File: src/rtl/fifo_read_ctrl.sv
// rtl/fifo_read_ctrl.sv - async FIFO read-side pointer/empty controller; optional level logic under RD_LEVEL_EN
module fifo_read_ctrl #(
    parameter int ADDR_WIDTH    = 4,
    parameter int AEMPTY_THRESH = 2
) (
    input  logic                  R_CLK,
    input  logic                  R_rst_n,
    input  logic                  R_en,
    input  logic [ADDR_WIDTH:0]   Rq2_wptr,
    output logic                  R_ren,
    output logic [ADDR_WIDTH-1:0] R_addr,
    output logic [ADDR_WIDTH:0]   R_ptr,
    output logic                  R_empty,
    output logic                  R_underflow
`ifdef RD_LEVEL_EN
    ,
    output logic [ADDR_WIDTH:0]   R_level,
    output logic                  R_almost_empty
`endif
);

    logic [ADDR_WIDTH:0] r_bin;
    logic [ADDR_WIDTH:0] w_bin_next;
    logic [ADDR_WIDTH:0] w_gray_next;

    // The registered empty flag gates the strobe, so a pop can never be issued into an empty RAM.
    assign R_ren       = R_en & ~R_empty;
    assign R_addr      = r_bin[ADDR_WIDTH-1:0];
    assign w_bin_next  = r_bin + {{ADDR_WIDTH{1'b0}}, R_ren};
    assign w_gray_next = w_bin_next ^ (w_bin_next >> 1);

    always_ff @(posedge R_CLK or negedge R_rst_n) begin
        if (!R_rst_n) begin
            r_bin       <= '0;
            R_ptr       <= '0;
            R_empty     <= 1'b1;
            R_underflow <= 1'b0;
        end else begin
            r_bin       <= w_bin_next;
            R_ptr       <= w_gray_next;
            // Comparing the next pointer lets the last-word pop set empty on its own edge.
            R_empty     <= (w_gray_next == Rq2_wptr);
            R_underflow <= R_en & R_empty;
        end
    end

`ifdef RD_LEVEL_EN
    localparam logic [ADDR_WIDTH:0] AE_TH = AEMPTY_THRESH[ADDR_WIDTH:0];

    logic [ADDR_WIDTH:0] w_wbin;
    logic [ADDR_WIDTH:0] w_level_next;

    always_comb begin
        w_wbin = '0;
        for (int i = 0; i <= ADDR_WIDTH; i++) begin
            w_wbin[i] = ^(Rq2_wptr >> i);
        end
    end

    assign w_level_next = w_wbin - w_bin_next;

    always_ff @(posedge R_CLK or negedge R_rst_n) begin
        if (!R_rst_n) begin
            R_level        <= '0;
            R_almost_empty <= 1'b1;
        end else begin
            R_level        <= w_level_next;
            R_almost_empty <= (w_level_next <= AE_TH);
        end
    end
`endif

endmodule
File: config.mk
export PLATFORM = sky130hd
export DESIGN_NAME = fifo_read_ctrl
export DESIGN_NICKNAME = d
export VERILOG_FILES = /design/src/rtl/fifo_read_ctrl.sv
export SDC_FILE = /design/constraint.sdc
export NUM_CORES = 1
export LEC_CHECK = 0
export BUFFER_PORTS_ARGS = -buffer_cell sky130_fd_sc_hd__buf_4
export CAP_MARGIN = 10
export CELL_PAD_IN_SITES_DETAIL_PLACEMENT = 1
export CELL_PAD_IN_SITES_GLOBAL_PLACEMENT = 1
export CORE_MARGIN = 5
export CORE_UTILIZATION = 37
export DETAILED_ROUTE_END_ITERATION = 6
export PLACE_DENSITY_LB_ADDON = 0.12
export SLEW_MARGIN = 5
export SYNTH_ARGS = -nofsm -noshare
export SYNTH_HDL_FRONTEND = slang
export SYNTH_SLANG_ARGS = --single-unit
File: constraint.sdc
create_clock -name R_CLK -period 4.59 [get_ports R_CLK]
set_input_delay 0.918 -clock R_CLK [delete_from_list [all_inputs] [get_ports R_CLK]]
set_output_delay 0.918 -clock R_CLK [all_outputs]
set_load 0.03 [all_outputs]
==> flow_metrics.env, run 1 <==
export IMPL_portBuffers=19
export IMPL_cts_hold_buf=0
export IMPL_seq_area_um2=277
export IMPL_fin_area_um2=696
export IMPL_ctsResizeCount=0
export IMPL_finalCritPeriodShare=0.543
export IMPL_wl_per_cell_um=14.6
export IMPL_max_cap_viol_count=0
export IMPL_power_frac_seq=0.297
export IMPL_drtIter0Drc=2
export IMPL_h_tree_depth=1
export IMPL_met2_length_um=594
export IMPL_synth_adder_area_share=0.0494
export IMPL_setup_violations=0
export IMPL_antenna_found_initial=0
export IMPL_synth_top_area_cell="dfrtp_1"
export IMPL_dr_pass1_iters=2
export IMPL_numCtsBuffers=3
export IMPL_ys_ff_latch=11
export IMPL_yosysMostFrequentCell="dfrtp_1"
export IMPL_drt_wl_total_um=1130
export IMPL_met1_length_um=413
export IMPL_pre_cts_ws_ns=1.81
export IMPL_hold_viol=0
export IMPL_placed_area_um2=668
export IMPL_cp_data_required_time_ns=4.76
export IMPL_whs_ns=0.459
export IMPL_ir_drop_mv=0.390
export IMPL_die_area_um2=2210
export IMPL_viasPerCell=4.91
export IMPL_synth_xor_xnor_area_share=0.242
export IMPL_cts_buffer_depth=2
export IMPL_status="completed"
export IMPL_max_slew_margin=0.796
export IMPL_slowest_delay_ns=0.30
export IMPL_synth_area_um2=507
export IMPL_crit_fanout=5
export IMPL_gp_congestion=0.747
export IMPL_diodes=0
export IMPL_rsz0062_at_grt="no"
export IMPL_cts_sinks=11
export IMPL_fmax_mhz=401
export IMPL_cp_num_buf_inv=1
export IMPL_cts_tree="done"
export IMPL_die_h_um=47.0
export IMPL_dieWidth_um=47.0
export IMPL_p_sw_uw=299
export IMPL_synth_distinct_cells=16
export IMPL_synthMuxAreaShare=0.0198
export IMPL_syn_to_final_growth_pct=37.3
export IMPL_avgSynthCellArea_um2=13.0
export IMPL_p_int_uw=340
export IMPL_synth_edff_count=0
export IMPL_initial_utilization=0.389
export IMPL_synth_compound_gate_area_share=0.0494
export IMPL_drcViolationCount=0
export IMPL_grt_overflow=0
export IMPL_grtUsageTotal=0.124
export IMPL_path_class="in2reg"
export IMPL_p_per_area_nw_per_um2=918
export IMPL_postLayoutCoreUtil=0.535
export IMPL_r2r_slack_ns=2.47
export IMPL_synthArstFlopShare=1.00
export IMPL_crit_slowest_cell="xor2_1"
export IMPL_synth_common_cells="dfrtp_1, xor2_1, xnor2_1"
export IMPL_final_nets=73
export IMPL_synth_top_cells_by_area="dfrtp_1, xor2_1, xnor2_1, dfstp_2, ha_1"
export IMPL_top_layer="met4"
export IMPL_syn_inst=39
export IMPL_start_kind="primary input"
export IMPL_nFillCells=145
export IMPL_dp_hpwl_um=951
export IMPL_multiInputGateArea_um2=230
export IMPL_setup_tns_ns=0
export IMPL_core_area_um2=1300
export IMPL_detail_route_antenna_nets=0
export IMPL_setup_worst_path_end_class="flop"
export IMPL_synthesis_nets=49
export IMPL_num_rows=13
export IMPL_synthFlopType="dfrtp_1"
export IMPL_p_leak_uw=0.000337
export IMPL_met3_length_um=95
export IMPL_yosys_area_share_simple=0.0938
export IMPL_path_clk_slew_ns=0.07
export IMPL_crit_top_cell="ha_1"
export IMPL_setup_ws_ns=2.10
export IMPL_path_cells="buf_4, nor2b_1, ha_1, ha_1, xor2_1, xnor2_1, mux2i_1, nor4_1"
export IMPL_postCtsSetupRepairBufs=0
export IMPL_arrival_ns=2.67
export IMPL_power_frac_comb=0.597
export IMPL_layout_drive_gt1_share=0.419
export IMPL_worst_pin_slew_ns=0.307
export IMPL_yosys_warnings=0
export IMPL_yosysSeqAreaShare=0.546
export IMPL_cts_root_buf="clkbuf_4"
export IMPL_grt_pass1_vias=413
export IMPL_grt_max_degree=12
export IMPL_fin_worst_skew_ns=0.00161
export IMPL_p_sw_frac=0.468
export IMPL_synth_top_family_by_area="XOR/XNOR gates"
export IMPL_drv_slew=0
export IMPL_clk_latency_ns=0.27
export IMPL_synth_top_cell_area_share=0.494
export IMPL_min_period_ns=2.49
export IMPL_io_pins=20
export IMPL_grt_first_pass_wirelength_um=1850
export IMPL_path_delay_family="adder cells"
export IMPL_vias=378
export IMPL_pwr_share_clk=0.106
export IMPL_min_path_type="in2async"
## cells by family (layout without fill, tap and decap cells)
group | count (synthesis) | after routing
flops | 11 | 11
mux | 1 | 1
xor+xnor | 14 | 14
fa+ha+maj | 2 | 2
compound gates | 3 | 3
buf+inv | 0 | 23
simple gates | 8 | 8
## power groups by stage
stage / registers (µW) / logic, µW / clock network [µW]
after floorplan: 277 / 173 / 0
after global placement: 187 / 376 / 0
after detailed placement: 193 / 388 / 0
after CTS: 191 / 389 / 70.1
after global routing: 196 / 411 / 74.9
final: 190 / 381 / 67.6
## final cells by class
| class | count | area share |
|---|---|---|
| Clock buffer | 3 | 0.0324 |
| Tap cell | 15 | 0.0270 |
| Timing Repair Buffer | 19 | 0.205 |
| Multi-Input combinational cell | 28 | 0.331 |
| Sequential cell | 11 | 0.397 |
| Clock inverter | 1 | 0.00719 |
## flip-flops by register name, summed over array words and instances, names as in the netlist
name	cells
R_empty	1
R_ptr	5
R_underflow	1
r_bin	4
## metal layers
layer,vias up,GRT usage
li1,177,-
met1,181,0.127
met2,18,0.220
met3,2,0.0307
met4,0,0.0829
met5,-,0
## path summary, 6_finish.rpt
check / cells past startpoint / end / start
setup / recovery: 8 / R_empty$_DFF_PN1_ / R_en
hold / removal: 1 / R_ptr[4]$_DFF_PN0_ / R_rst_n
setup reg to reg: 7 / R_empty$_DFF_PN1_ / R_empty$_DFF_PN1_
hold reg to reg: 1 / R_underflow$_DFF_PN0_ / R_empty$_DFF_PN1_
max in group asynchronous: 1 / R_empty$_DFF_PN1_ / R_rst_n
min in group R_CLK: 1 / R_underflow$_DFF_PN0_ / R_empty$_DFF_PN1_
## cells in the final DEF, fill, tap and decap left out, types with 2 or more instances in the layout
master and n:
and2_1 2, buf_4 19, clkbuf_4 3, dfrtp_1 10
ha_1 2, xnor2_1 6, xor2_1 8
## worst register-to-register path, cell delays in order, from the launching register on
cell and delay (ns):
dfstp_2 0.54, nor2b_1 0.06, ha_1 0.24, ha_1 0.27, xor2_1 0.29, xnor2_1 0.20
mux2i_1 0.12, nor4_1 0.30
## per-stage QoR
stage               instances  total power, µW
finish                     77              639
global route               77              682
CTS                        77              650
detailed placement         73              581
global placement           73              562
floorplan                  39              450
Power figures use the tool's default switching activity.
==> run 2: changes to the inputs <==
--- a/config.mk
+++ b/config.mk
@@ -5,12 +5,13 @@
 export SDC_FILE = /design/constraint.sdc
 export NUM_CORES = 1
 export LEC_CHECK = 0
+export ABC_AREA = 1
 export BUFFER_PORTS_ARGS = -buffer_cell sky130_fd_sc_hd__buf_4
 export CAP_MARGIN = 10
 export CELL_PAD_IN_SITES_DETAIL_PLACEMENT = 1
 export CELL_PAD_IN_SITES_GLOBAL_PLACEMENT = 1
 export CORE_MARGIN = 5
-export CORE_UTILIZATION = 37
+export CORE_UTILIZATION = 30
 export DETAILED_ROUTE_END_ITERATION = 6
 export PLACE_DENSITY_LB_ADDON = 0.12
 export SLEW_MARGIN = 5
==> constraint.sdc (replaced) <==
create_clock -name R_CLK -period 2.2 [get_ports R_CLK]
set_input_delay 0.44 -clock R_CLK [delete_from_list [all_inputs] [get_ports R_CLK]]
set_output_delay 0.44 -clock R_CLK [all_outputs]
set_load 0.03 [all_outputs]
==> run 2 against run 1 <==
  * Global-route usage about the same
  * Final cell count grew 60%
  * Sequential power increased by 100%
  * First-iteration DRC count grew 100%
  * Critical path type is now reg2reg
  * Highest routed layer unchanged
==> flow_metrics.env, run 2 <==
export IMPL_p_sw_frac=0.505
export IMPL_fmax_mhz=524
export IMPL_grt_first_pass_wirelength_um=2440
export IMPL_min_path_type="in2reg"
export IMPL_cts_buffer_depth=2
export IMPL_drtIter0Drc=4
export IMPL_cts_tree="done"
export IMPL_viasPerCell=4.37
export IMPL_crit_fanout=5
export IMPL_fin_cells=123
export IMPL_drt_wl_total_um=1440
export IMPL_dr_pass1_iters=4
export IMPL_postCtsSetupRepairBufs=0
export IMPL_drv_slew=0
export IMPL_detail_route_antenna_nets=0
export IMPL_multiInputGateArea_um2=265
export IMPL_synth_common_cells="nand2_1, dfrtp_1, nand3_1"
export IMPL_arrival_ns=2.12
export IMPL_reg_top3="R_ptr (5), r_bin (4)"
export IMPL_synth_top_area_cell="dfrtp_1"
export IMPL_h_tree_depth=1
export IMPL_cp_data_required_time_ns=2.41
export IMPL_synth_distinct_cells=15
export IMPL_initial_utilization=0.305
export IMPL_p_per_area_nw_per_um2=1730
export IMPL_yosysMostFrequentCell="nand2_1"
export IMPL_syn_inst=73
export IMPL_synthArstFlopShare=1.00
export IMPL_diodes=0
export IMPL_p_int_uw=674
export IMPL_p_sw_uw=689
export IMPL_nFillCells=258
export IMPL_dieWidth_um=54.2
export IMPL_pwr_share_clk=0.102
export IMPL_hold_viol=0
export IMPL_status="completed"
export IMPL_setup_tns_ns=0
export IMPL_synth_top_cell_area_share=0.426
export IMPL_vias=537
export IMPL_setup_worst_path_end_class="flop"
export IMPL_antenna_found_initial=0
export IMPL_power_frac_comb=0.617
export IMPL_fin_worst_skew_ns=0.000369
export IMPL_grtUsageTotal=0.124
export IMPL_post_place_cells=118
export IMPL_numCtsBuffers=3
export IMPL_path_class="reg2reg"
export IMPL_worst_pin_slew_ns=0.365
export IMPL_top_register="R_ptr"
export IMPL_yosysSeqAreaShare=0.471
export IMPL_setup_violations=0
export IMPL_synthFlopType="dfrtp_1"
export IMPL_die_h_um=54.2
export IMPL_max_cap_viol_count=0
export IMPL_io_pins=20
export IMPL_synth_edff_count=0
export IMPL_final_common_cell="nand2_1"
export IMPL_syn_to_final_growth_pct=34.3
export IMPL_grt_overflow=0
export IMPL_max_slew_margin=0.755
export IMPL_final_nets=107
export IMPL_synthesis_nets=83
export IMPL_portBuffers=19
export IMPL_ir_drop_mv=0.516
export IMPL_path_clk_slew_ns=0.07
export IMPL_dp_hpwl_um=1160
export IMPL_p_total_uw=1360
export IMPL_layout_drive_gt1_share=0.292
export IMPL_grt_pass1_vias=554
export IMPL_start_kind="flop"
export IMPL_synth_area_um2=587
export IMPL_ys_ff_latch=11
export IMPL_cts_sinks=11
export IMPL_power_frac_seq=0.281
export IMPL_core_area_um2=1920
export IMPL_grt_max_degree=12
export IMPL_wl_per_cell_um=11.7
export IMPL_drcViolationCount=0
export IMPL_seq_area_um2=277
export IMPL_gp_congestion=0.744
export IMPL_die_area_um2=2940
export IMPL_rsz0062_at_grt="no"
export IMPL_p_leak_uw=0.000434
export IMPL_largest_register_ffs=5
export IMPL_clk_latency_ns=0.27
export IMPL_layout_common_cells="nand2_1, buf_4, dfrtp_1, nand3_1, inv_1"
export IMPL_min_period_ns=1.91
export IMPL_synth_top_cells_by_area="dfrtp_1, nand2_1, nand3_1, inv_1, dfstp_2"
export IMPL_yosys_warnings=0
export IMPL_num_rows=16
export IMPL_finalCritPeriodShare=0.868
export IMPL_avgSynthCellArea_um2=8.04
export IMPL_cts_root_buf="clkbuf_4"
## run 2: cell types whose count changed in the layout (fill, tap and decap cells not counted), moves of 2 or more
cell	delta
and2_1	-2
inv_1	+8
nand2_1	+27
nand2_2	+2
nand3_1	+8
nand4_1	+2
nor2_1	+2
xnor2_1	-4
xor2_1	-6
## run 2: layout make-up
| cell class | instances | share of cell area |
|---|---|---|
| clock buffer | 4 | 0.0333 |
| inverter | 9 | 0.0429 |
| multi-input combinational | 52 | 0.337 |
| sequential | 11 | 0.351 |
| tap | 27 | 0.0429 |
| timing repair buffer | 20 | 0.194 |
## run 2: final timing paths
| path | from | end | slack (ns) | cells after the start |
|---|---|---|---|---|
| max | R_empty$_DFF_PN1_ | R_empty$_DFF_PN1_ | 0.29 | 9 |
| min reg2reg | R_empty$_DFF_PN1_ | R_underflow$_DFF_PN0_ | 0.49 | 2 |
| min in group asynchronous | R_rst_n | R_ptr[2]$_DFF_PN0_ | 0.56 | 2 |
| max in group asynchronous | R_rst_n | R_empty$_DFF_PN1_ | 1.42 | 2 |
| min | R_en | R_underflow$_DFF_PN0_ | 0.36 | 3 |
| max reg2reg | R_empty$_DFF_PN1_ | R_empty$_DFF_PN1_ | 0.29 | 9 |
## run 2: cells by family (layout without fill, tap and decap cells)
group	Yosys count	in the layout	synth area share
buf+inv	10	33	0.0768
simple gates	46	46	0.350
fa+ha+maj	2	2	0.0426
flops	11	11	0.471
xor+xnor	4	4	0.0597
## run 2: power by group through the flow
stage / clock (µW) / combinational, µW / sequential, µW
3_3_place_gp: 0 / 838 / 384
6_report: 138 / 841 / 383
4_1_cts: 150 / 860 / 384
5_1_grt: 161 / 931 / 400
2_1_floorplan: 0 / 443 / 544
3_5_place_dp: 0 / 854 / 388
## run 2: what timing repair did
action | 4_1_cts | 5_1_grt
hold buffers | 1 | 0
endpoints found under the hold margin | 10 | 0
gates resized for setup | 0 | 0
## run 2: per-layer routing
metal	routed length (µm)	part of all wire	global-route usage	up-vias
met5	0	0	0	-
met4	70	0.049	0.124	0
met3	39	0.027	0.00817	5
met2	716	0.50	0.195	13
met1	610	0.42	0.144	246
li1	-	-	-	273
## run 2: worst max-delay path, stage by stage (launching register included)
cell and delay, ns:
dfstp_2 0.54, nor2_1 0.06, ha_1 0.23, ha_1 0.27, xnor2_1 0.34, nand2_1 0.13, nand3_1 0.09, nand2_1 0.05
nand3_1 0.08, nor2_1 0.05
## run 2: stage by stage
stage	setup WS (ns)	cell area [µm²]	utilization	hold WS [ns]
floorplan	0.0882	587	-	0.144
global placement	0.234	752	0.391	0.284
CTS	0.291	788	0.410	0.346
detailed placement	0.184	752	0.391	0.282
global route	0.0872	788	0.410	0.348
finish	0.291	788	0.410	0.358
